### src/rtl/div_unit.sv
// Multi-cycle radix-2 restoring divider for DIV/DIVU.
// Produces {remainder, quotient}. The operands' signs are applied after the unsigned core finishes.
module div_unit #(
    parameter int unsigned DATA_W = 32
) (
    input  logic                  clk,
    input  logic                  Rst_n,
    input  logic                  signed_div_i,
    input  logic [DATA_W-1:0]     opdata1_i,
    input  logic [DATA_W-1:0]     opdata2_i,
    input  logic                  start_i,
    input  logic                  annul_i,
    output logic [2*DATA_W-1:0]   result_o,
    output logic                  ready_o
);

    localparam int unsigned CW = $clog2(DATA_W) + 1;
    localparam logic [CW-1:0] CntDone = CW'(DATA_W);

    localparam logic [1:0] StFree   = 2'b00;
    localparam logic [1:0] StByZero = 2'b01;
    localparam logic [1:0] StOn     = 2'b10;
    localparam logic [1:0] StEnd    = 2'b11;

    logic [1:0]          state_q, state_d;
    logic [CW-1:0]       cnt_q, cnt_d;
    logic [DATA_W-1:0]   p_q, p_d;
    logic [DATA_W-1:0]   q_q, q_d;
    logic [DATA_W-1:0]   d_q, d_d;
    logic                sgn_q, sgn_d;
    logic                s1_q, s1_d;
    logic                s2_q, s2_d;
    logic [2*DATA_W-1:0] result_q, result_d;
    logic                ready_q, ready_d;

    logic [DATA_W:0]     trial;
    logic [DATA_W-1:0]   abs1, abs2, quo_fix, rem_fix;

    // Negation only for signed mode with MSB set, so 0x80000000 stays as its unsigned magnitude.
    assign abs1    = (signed_div_i && opdata1_i[DATA_W-1]) ? -opdata1_i : opdata1_i;
    assign abs2    = (signed_div_i && opdata2_i[DATA_W-1]) ? -opdata2_i : opdata2_i;
    assign trial   = {p_q, q_q[DATA_W-1]} - {1'b0, d_q};
    assign quo_fix = (sgn_q && (s1_q ^ s2_q)) ? -q_q : q_q;
    assign rem_fix = (sgn_q && s1_q) ? -p_q : p_q;

    always_comb begin
        state_d  = state_q;
        cnt_d    = cnt_q;
        p_d      = p_q;
        q_d      = q_q;
        d_d      = d_q;
        sgn_d    = sgn_q;
        s1_d     = s1_q;
        s2_d     = s2_q;
        result_d = result_q;
        ready_d  = ready_q;

        case (state_q)
            StFree: begin
                if (start_i && !annul_i) begin
                    sgn_d = signed_div_i;
                    s1_d  = opdata1_i[DATA_W-1];
                    s2_d  = opdata2_i[DATA_W-1];
                    if (opdata2_i == '0) begin
                        state_d = StByZero;
                    end else begin
                        state_d = StOn;
                        cnt_d   = '0;
                        p_d     = '0;
                        q_d     = abs1;
                        d_d     = abs2;
                    end
                end
            end
            StByZero: begin
                state_d  = StEnd;
                result_d = '0;
                ready_d  = 1'b1;
            end
            StOn: begin
                if (cnt_q != CntDone) begin
                    if (!trial[DATA_W]) begin
                        p_d = trial[DATA_W-1:0];
                        q_d = {q_q[DATA_W-2:0], 1'b1};
                    end else begin
                        p_d = {p_q[DATA_W-2:0], q_q[DATA_W-1]};
                        q_d = {q_q[DATA_W-2:0], 1'b0};
                    end
                    cnt_d = cnt_q + 1'b1;
                end else begin
                    state_d  = StEnd;
                    ready_d  = 1'b1;
                    result_d = {rem_fix, quo_fix};
                end
            end
            StEnd: begin
                if (!start_i) begin
                    state_d  = StFree;
                    ready_d  = 1'b0;
                    result_d = '0;
                end
            end
            default: begin
                state_d  = StFree;
                ready_d  = 1'b0;
                result_d = '0;
            end
        endcase

        // Abort wins over both iteration and a held start.
        if (annul_i && (state_q != StFree)) begin
            state_d  = StFree;
            ready_d  = 1'b0;
            result_d = '0;
        end
    end

    always_ff @(posedge clk) begin
        if (!Rst_n) begin
            state_q  <= StFree;
            cnt_q    <= '0;
            p_q      <= '0;
            q_q      <= '0;
            d_q      <= '0;
            sgn_q    <= 1'b0;
            s1_q     <= 1'b0;
            s2_q     <= 1'b0;
            result_q <= '0;
            ready_q  <= 1'b0;
        end else begin
            state_q  <= state_d;
            cnt_q    <= cnt_d;
            p_q      <= p_d;
            q_q      <= q_d;
            d_q      <= d_d;
            sgn_q    <= sgn_d;
            s1_q     <= s1_d;
            s2_q     <= s2_d;
            result_q <= result_d;
            ready_q  <= ready_d;
        end
    end

    assign result_o = result_q;
    assign ready_o  = ready_q;

endmodule

### config.mk
export PLATFORM = sky130hd
export DESIGN_NAME = div_unit
export DESIGN_NICKNAME = d
export VERILOG_FILES = /design/src/rtl/div_unit.sv
export SDC_FILE = /design/constraint.sdc
export NUM_CORES = 1
export LEC_CHECK = 0
export ABC_AREA = 1
export CORE_MARGIN = 3
export CORE_UTILIZATION = 40
export CTS_CLUSTER_SIZE = 12
export DETAILED_ROUTE_END_ITERATION = 8
export PLACE_DENSITY_LB_ADDON = 0.2
export SLEW_MARGIN = 10
export SYNTH_ARGS = -nofsm -noshare
export SYNTH_HDL_FRONTEND = slang
export SYNTH_SLANG_ARGS = --single-unit
### constraint.sdc
create_clock -name clk -period 2.5 [get_ports clk]
set_input_delay 0.5 -clock clk [delete_from_list [all_inputs] [get_ports clk]]
set_output_delay 0.5 -clock clk [all_outputs]
set_load 0.01 [all_outputs]
* Word level (Yosys, flattened, before mapping)
Index checks and enable logic that the tools add are counted.
** Cells by class
- Add/subtract/negate cells :: 6
- Reductions and logical operators :: 18
- Muxes and demuxes :: 29
- Bitwise operators :: 3
- Equality and inequality tests :: 9
** Operators with widths (count)
- $mux 32 :: 11
- $pmux 64 s3 :: 1
- $mux 64 :: 2
- $neg 32->32 :: 4
- $pmux 32 s2 :: 2
- $sub 33x32->33 :: 1
- $logic_not 32->1 :: 1
- $mux 6 :: 3
- $pmux 6 s2 :: 1
- $ne 2x2->1 const B :: 5
- $reduce_and 3->1 :: 3
- $mux 2 :: 4
- $pmux 2 s4 :: 1
- $add 6x1->6 const B :: 1
- $logic_and 1x1->1 :: 6
- $ne 6x6->1 const B :: 1
- $eq 2x2->1 const B :: 2
- $reduce_and 4->1 :: 1
- $reduce_bool 2->1 :: 2
- $mux 1 :: 3
- $pmux 1 s3 :: 1
- $reduce_bool 3->1 :: 1
- $eq 2x1->1 const B :: 1
- $logic_not 2->1 :: 1
- 5 further kinds :: 6
** Word-level totals
- Bits of input ports :: 69
- Output and inout port bits :: 65
- Logic and storage cells :: 75
- Bits in registers :: 172

* Longest topological paths before layout
- Depth after elaboration :: 5
- Mapped depth :: 18

* Worst setup path after synthesis
No wires, ideal clock.
- Path type :: reg2reg
- Start :: reg q_q[31]
- End :: reg p_q[13]
- Buffers on the path :: 1
- Arrival :: 2029 ps
- Cell stages (with the launch flop) :: 19
- Required time :: 2368 ps
- Setup slack :: 339 ps
- Setup time :: 132 ps
- Cell sequence :: dfxtp_1 inv_1 ha_1 fa_1 inv_1 nand2_1 nand2_1 nand3_2 nand2_4 nand2_4 nand2_4 nand2_4 nand2_4 nand2_2 nand2_2 buf_6 nand2_1 nand3_1 a21oi_1
** On the way
- Cells in the longest elaborated chain, start to end :: 4
** Ends and longest elaborated chain
- start: declaration :: line 28 : logic [DATA_W-1:0] q_q, q_d;
- start signal: assignment :: line 134 : q_q <= q_d;
- $sub 33x32->33 :: line 42 : assign trial = {p_q, q_q[DATA_W-1]} - {1'b0, d_q};
- $mux 32 :: line 82 : if (!trial[DATA_W]) begin
- $mux 32 :: line 81 : if (cnt_q != CntDone) begin
- $pmux 32 s2 :: line 58 : case (state_q)
- end signal: assignment :: line 133 : p_q <= p_d;
- end: declaration :: line 27 : logic [DATA_W-1:0] p_q, p_d;
No other way between the ends. The select of a mux whose other input is x is not followed.
A chain may end at the register's enable or synchronous reset.

* Worst setup path after layout
- Start :: reg q_q[31]
- End :: reg p_q[20]
Same word-level chain as after synthesis.

==> impl_results.md <==
* Number of antenna diodes at 0
* Most area-hungry cell type in the Yosys netlist: sky130_fd_sc_hd__dfxtp_1
* Area growth, synth to finish at 24.5%
* Power density of the placed cells at about 800 nW/um^2
* Termination of the worst setup path: p_q[20]
* Combinational share of power at 0.531
* Crit Path Max Fanout at 11
* DIE AREA at 34900 sq um
* Post-detailed-route DRC marker count at 0
* Inserted Clock Buffers at 17
* Final Slew Violations at 0
* Number of vias after detailed routing at approximately 15000
* Switching share of power at 0.475
* Synthesized area divided by synthesized cell count at 5.98 sq um
* Final number of hold-violating endpoints at 0
* Number of detailed-routing iterations run before antenna repair at 5
* Clock root buffer: sky130_fd_sc_hd__clkbuf_16
* Die W at 187 microns
* H-tree depth at 4
* Final weighted congestion in routability-driven placement at just under 1
* Final setup skew at approximately 15 ps
* Sequential cell area at between 3000 and 4000 sq um
* Clock Path Buffers at 2
* Final design area excluding fillers at between 15000 and 20000 sq um
* Number of standard cells in the layout, taps in and fillers out at 2833
* Measured slew at the worst slew-check pin at about 740 ps
* Number of rows in the core area at 65
* Endpoint of the worst register-to-register path: p_q[20]
* CP startpoint: q_q[31]
* Share of Yosys cell area claimed by the top area cell type at 0.263
* Total power of the final layout at 13.2 mW
* Path type of the worst min-delay path: reg2reg
* Share of final-layout standard cells stronger than drive strength 1 at 0.0984
* CTS tree: built
* Sequential cell area fraction in the yosys report at 0.263
* Count of mapped cells out of synthesis at 2190
* Required time reported for the critical path endpoint at about 2800 ps
* Outcome: finished clean
* Cell-internal power at between 6 and 7 mW
* Pin count of the biggest net entering global routing at 68
* Crit path kind: reg2reg
* Maximum vdd drop at 490 uV
* Async SR Flop Fraction at 0
* DP Cell Count at 2797
* Number of antenna violations at the first check in global routing at 0
* Number of distinct standard cells referenced by the synthesized netlist at 50
* Total detailed-routing wirelength at 44.0 mm
* Setup crit start kind: register
* Number of setup violations in the final report at 0
* DP HPWL at 35.1 mm
* Post-layout net count at 2496
* Via count of the first global-routing pass at 13700
* Kind of end point of the critical path: register
* Seq pwr share at 0.269
* Clk_lat worst skew at 440 ps
* Count of hold-fix buffers inserted at cts at 0
* Commonest cells after routing, fill and taps aside: 675 x sky130_fd_sc_hd__nand2_1, 293 x sky130_fd_sc_hd__inv_1, 219 x sky130_fd_sc_hd__nand3_1
* Share of the clock period used by the worst path after layout at 0.940
* Worst R2R Path Depth at 16
* Static Leak at around 7.6 nW
* Setup slack, reg-to-reg at roughly 150 ps
* Unrepaired setup endpoints after global routing: true
* Highest clock rate at approximately 0.43 GHz
* Layout Utilization at 0.511
* Avg Vias per Cell at 5.14
* Synth Net Count at 2301
* Filler cell count at between 3000 and 4000
* Synthesized cell area at 13100 sq um
* Global-route wire length before repair at 70.2 mm
* Post-DRT Antenna Nets at 0
* Starting utilization of the core area at 0.411
* CTS clk-pin slew, worst paths at approximately 70 ps
* IO Port Bufs at 133
* Clk network pwr share at 0.200
* Global-route usage over all layers at 0.244
* Overflow left after global routing at 0
* Number of enable-type register cells in the synthesized netlist at 0
* Final worst path period need at 2350 ps
* Multi-input logic area at 8140 sq um
* Most frequent standard cell in the layout excluding fill and tap cells: sky130_fd_sc_hd__nand2_1
* IO Pins at roughly 130
* Worst flop-to-flop path startpoint: q_q[31]
* Switching power at 6.29 mW
* Clock net sink count at roughly 170
* DRT iter0 DRCs at ~1100
* Vertical die dimension at 187 microns
* Arr. time, crit path at approximately 2600 ps
* Warnings from Yosys at 0
* Total core area at 31900 sq um
* Routed len/inst at 15.5 microns
* Maxcap violations at 0
* Rel. slew slack at 0.509
* Most used DFF post-synth: sky130_fd_sc_hd__dfxtp_1
* Most area-consuming cells after synthesis: sky130_fd_sc_hd__dfxtp_1 26%, sky130_fd_sc_hd__nand2_1 19%, sky130_fd_sc_hd__inv_1 8.4%
* Instance area after placement at 15600 sq um
* Flop and latch count out of synthesis at 172
through the flow:
stage               worst slack [ps]  TNS, ps  hold slack (ps)
detailed placement              -121    -4280              457
global placement               -83.1    -1320              454
CTS                             48.8        0              468
finish                           151        0              465
global route                   -30.5    -84.0              482
floorplan                        339        0              430
power groups by stage:
stage          combinational [mW]  clock, mW  sequential (mW)
2_1_floorplan                4.76          0             3.44
3_3_place_gp                 6.76          0             3.57
3_5_place_dp                 6.84          0             3.59
4_1_cts                      6.87       2.68             3.53
5_1_grt                      7.84       2.80             3.60
6_report                     7.02       2.65             3.55
cells by family (layout without fill, tap and decap cells):
kind of cell / Yosys count / count (layout) / synth area share
AND/OR/NAND/NOR: 1209 / 1210 / 0.401
flip-flops: 172 / 172 / 0.263
AO/OA/AOI/OAI: 319 / 319 / 0.133
XOR/XNOR: 64 / 64 / 0.0428
adder cells (fa/ha/maj): 42 / 42 / 0.0407
buffers and inverters: 384 / 591 / 0.120
registers in the layout, summed over array words and instances, names as in the netlist:
| register | flops |
|---|---|
| s1_q | 1 |
| s2_q | 1 |
| p_q | 32 |
| ready_o | 1 |
| q_q | 32 |
| cnt_q | 6 |
| result_o | 64 |
| d_q | 32 |
| state_q | 2 |
| sgn_q | 1 |
cell type report:
| class | count | area share |
|---|---|---|
| Clock buffer | 18 | 0.0269 |
| Sequential cell | 172 | 0.212 |
| Tap cell | 435 | 0.0334 |
| Inverter | 307 | 0.0710 |
| Clock inverter | 14 | 0.00906 |
| Multi-Input combinational cell | 1635 | 0.499 |
| Timing Repair Buffer | 252 | 0.148 |
cells in the mapped netlist, types with 25 or more instances:
master                     instances
sky130_fd_sc_hd__a21oi_1         184
sky130_fd_sc_hd__clkbuf_1         36
sky130_fd_sc_hd__dfxtp_1         172
sky130_fd_sc_hd__ha_1             41
sky130_fd_sc_hd__inv_1           294
sky130_fd_sc_hd__nand2_1         677
sky130_fd_sc_hd__nand3_1         219
sky130_fd_sc_hd__nand4_1          36
sky130_fd_sc_hd__nor2_1          178
sky130_fd_sc_hd__nor3_1           25
sky130_fd_sc_hd__o21ai_0          70
sky130_fd_sc_hd__xor2_1           41
routing by layer:
metal	GRT usage	vias to the layer above	part of all wire
li1	-	7422	-
met1	0.344	6666	0.48
met2	0.402	416	0.45
met3	0.0234	49	0.040
met4	0.0628	0	0.021
met5	0	-	0
repair_timing:
item / 4_1_cts / 5_1_grt
resized for setup: 0 / 26
buffers inserted: 0 / 2
setup endpoints to repair: 0 / 35
critical path: stages (launching register included):
cell	delay, ps
sky130_fd_sc_hd__dfxtp_2	330
sky130_fd_sc_hd__inv_1	50
sky130_fd_sc_hd__ha_2	200
sky130_fd_sc_hd__fa_2	390
sky130_fd_sc_hd__inv_1	70
sky130_fd_sc_hd__nand2_1	70
sky130_fd_sc_hd__nand2_2	80
sky130_fd_sc_hd__nand3_2	80
sky130_fd_sc_hd__nand2_4	100
sky130_fd_sc_hd__nand2_4	50
sky130_fd_sc_hd__nand2_4	70
sky130_fd_sc_hd__nand2_4	80
sky130_fd_sc_hd__nand3_4	170
sky130_fd_sc_hd__buf_6	180
sky130_fd_sc_hd__nand3_1	110
sky130_fd_sc_hd__nand3_1	100
sky130_fd_sc_hd__a21oi_1	60
worst min-delay path by stage:
stage / start / to / slack [ps] / cells past startpoint
2_1_floorplan: d_q[12] / d_q[12] / 430 / 2
3_3_place_gp: result_o[22] / result_o[22] / 450 / 2
3_5_place_dp: result_o[59] / result_o[59] / 460 / 2
4_1_cts: result_o[59] / result_o[59] / 470 / 2
5_1_grt: result_o[11] / result_o[11] / 480 / 2
6_report: result_o[43] / result_o[43] / 460 / 2
No activity file was read; power rests on OpenSTA's default activity.
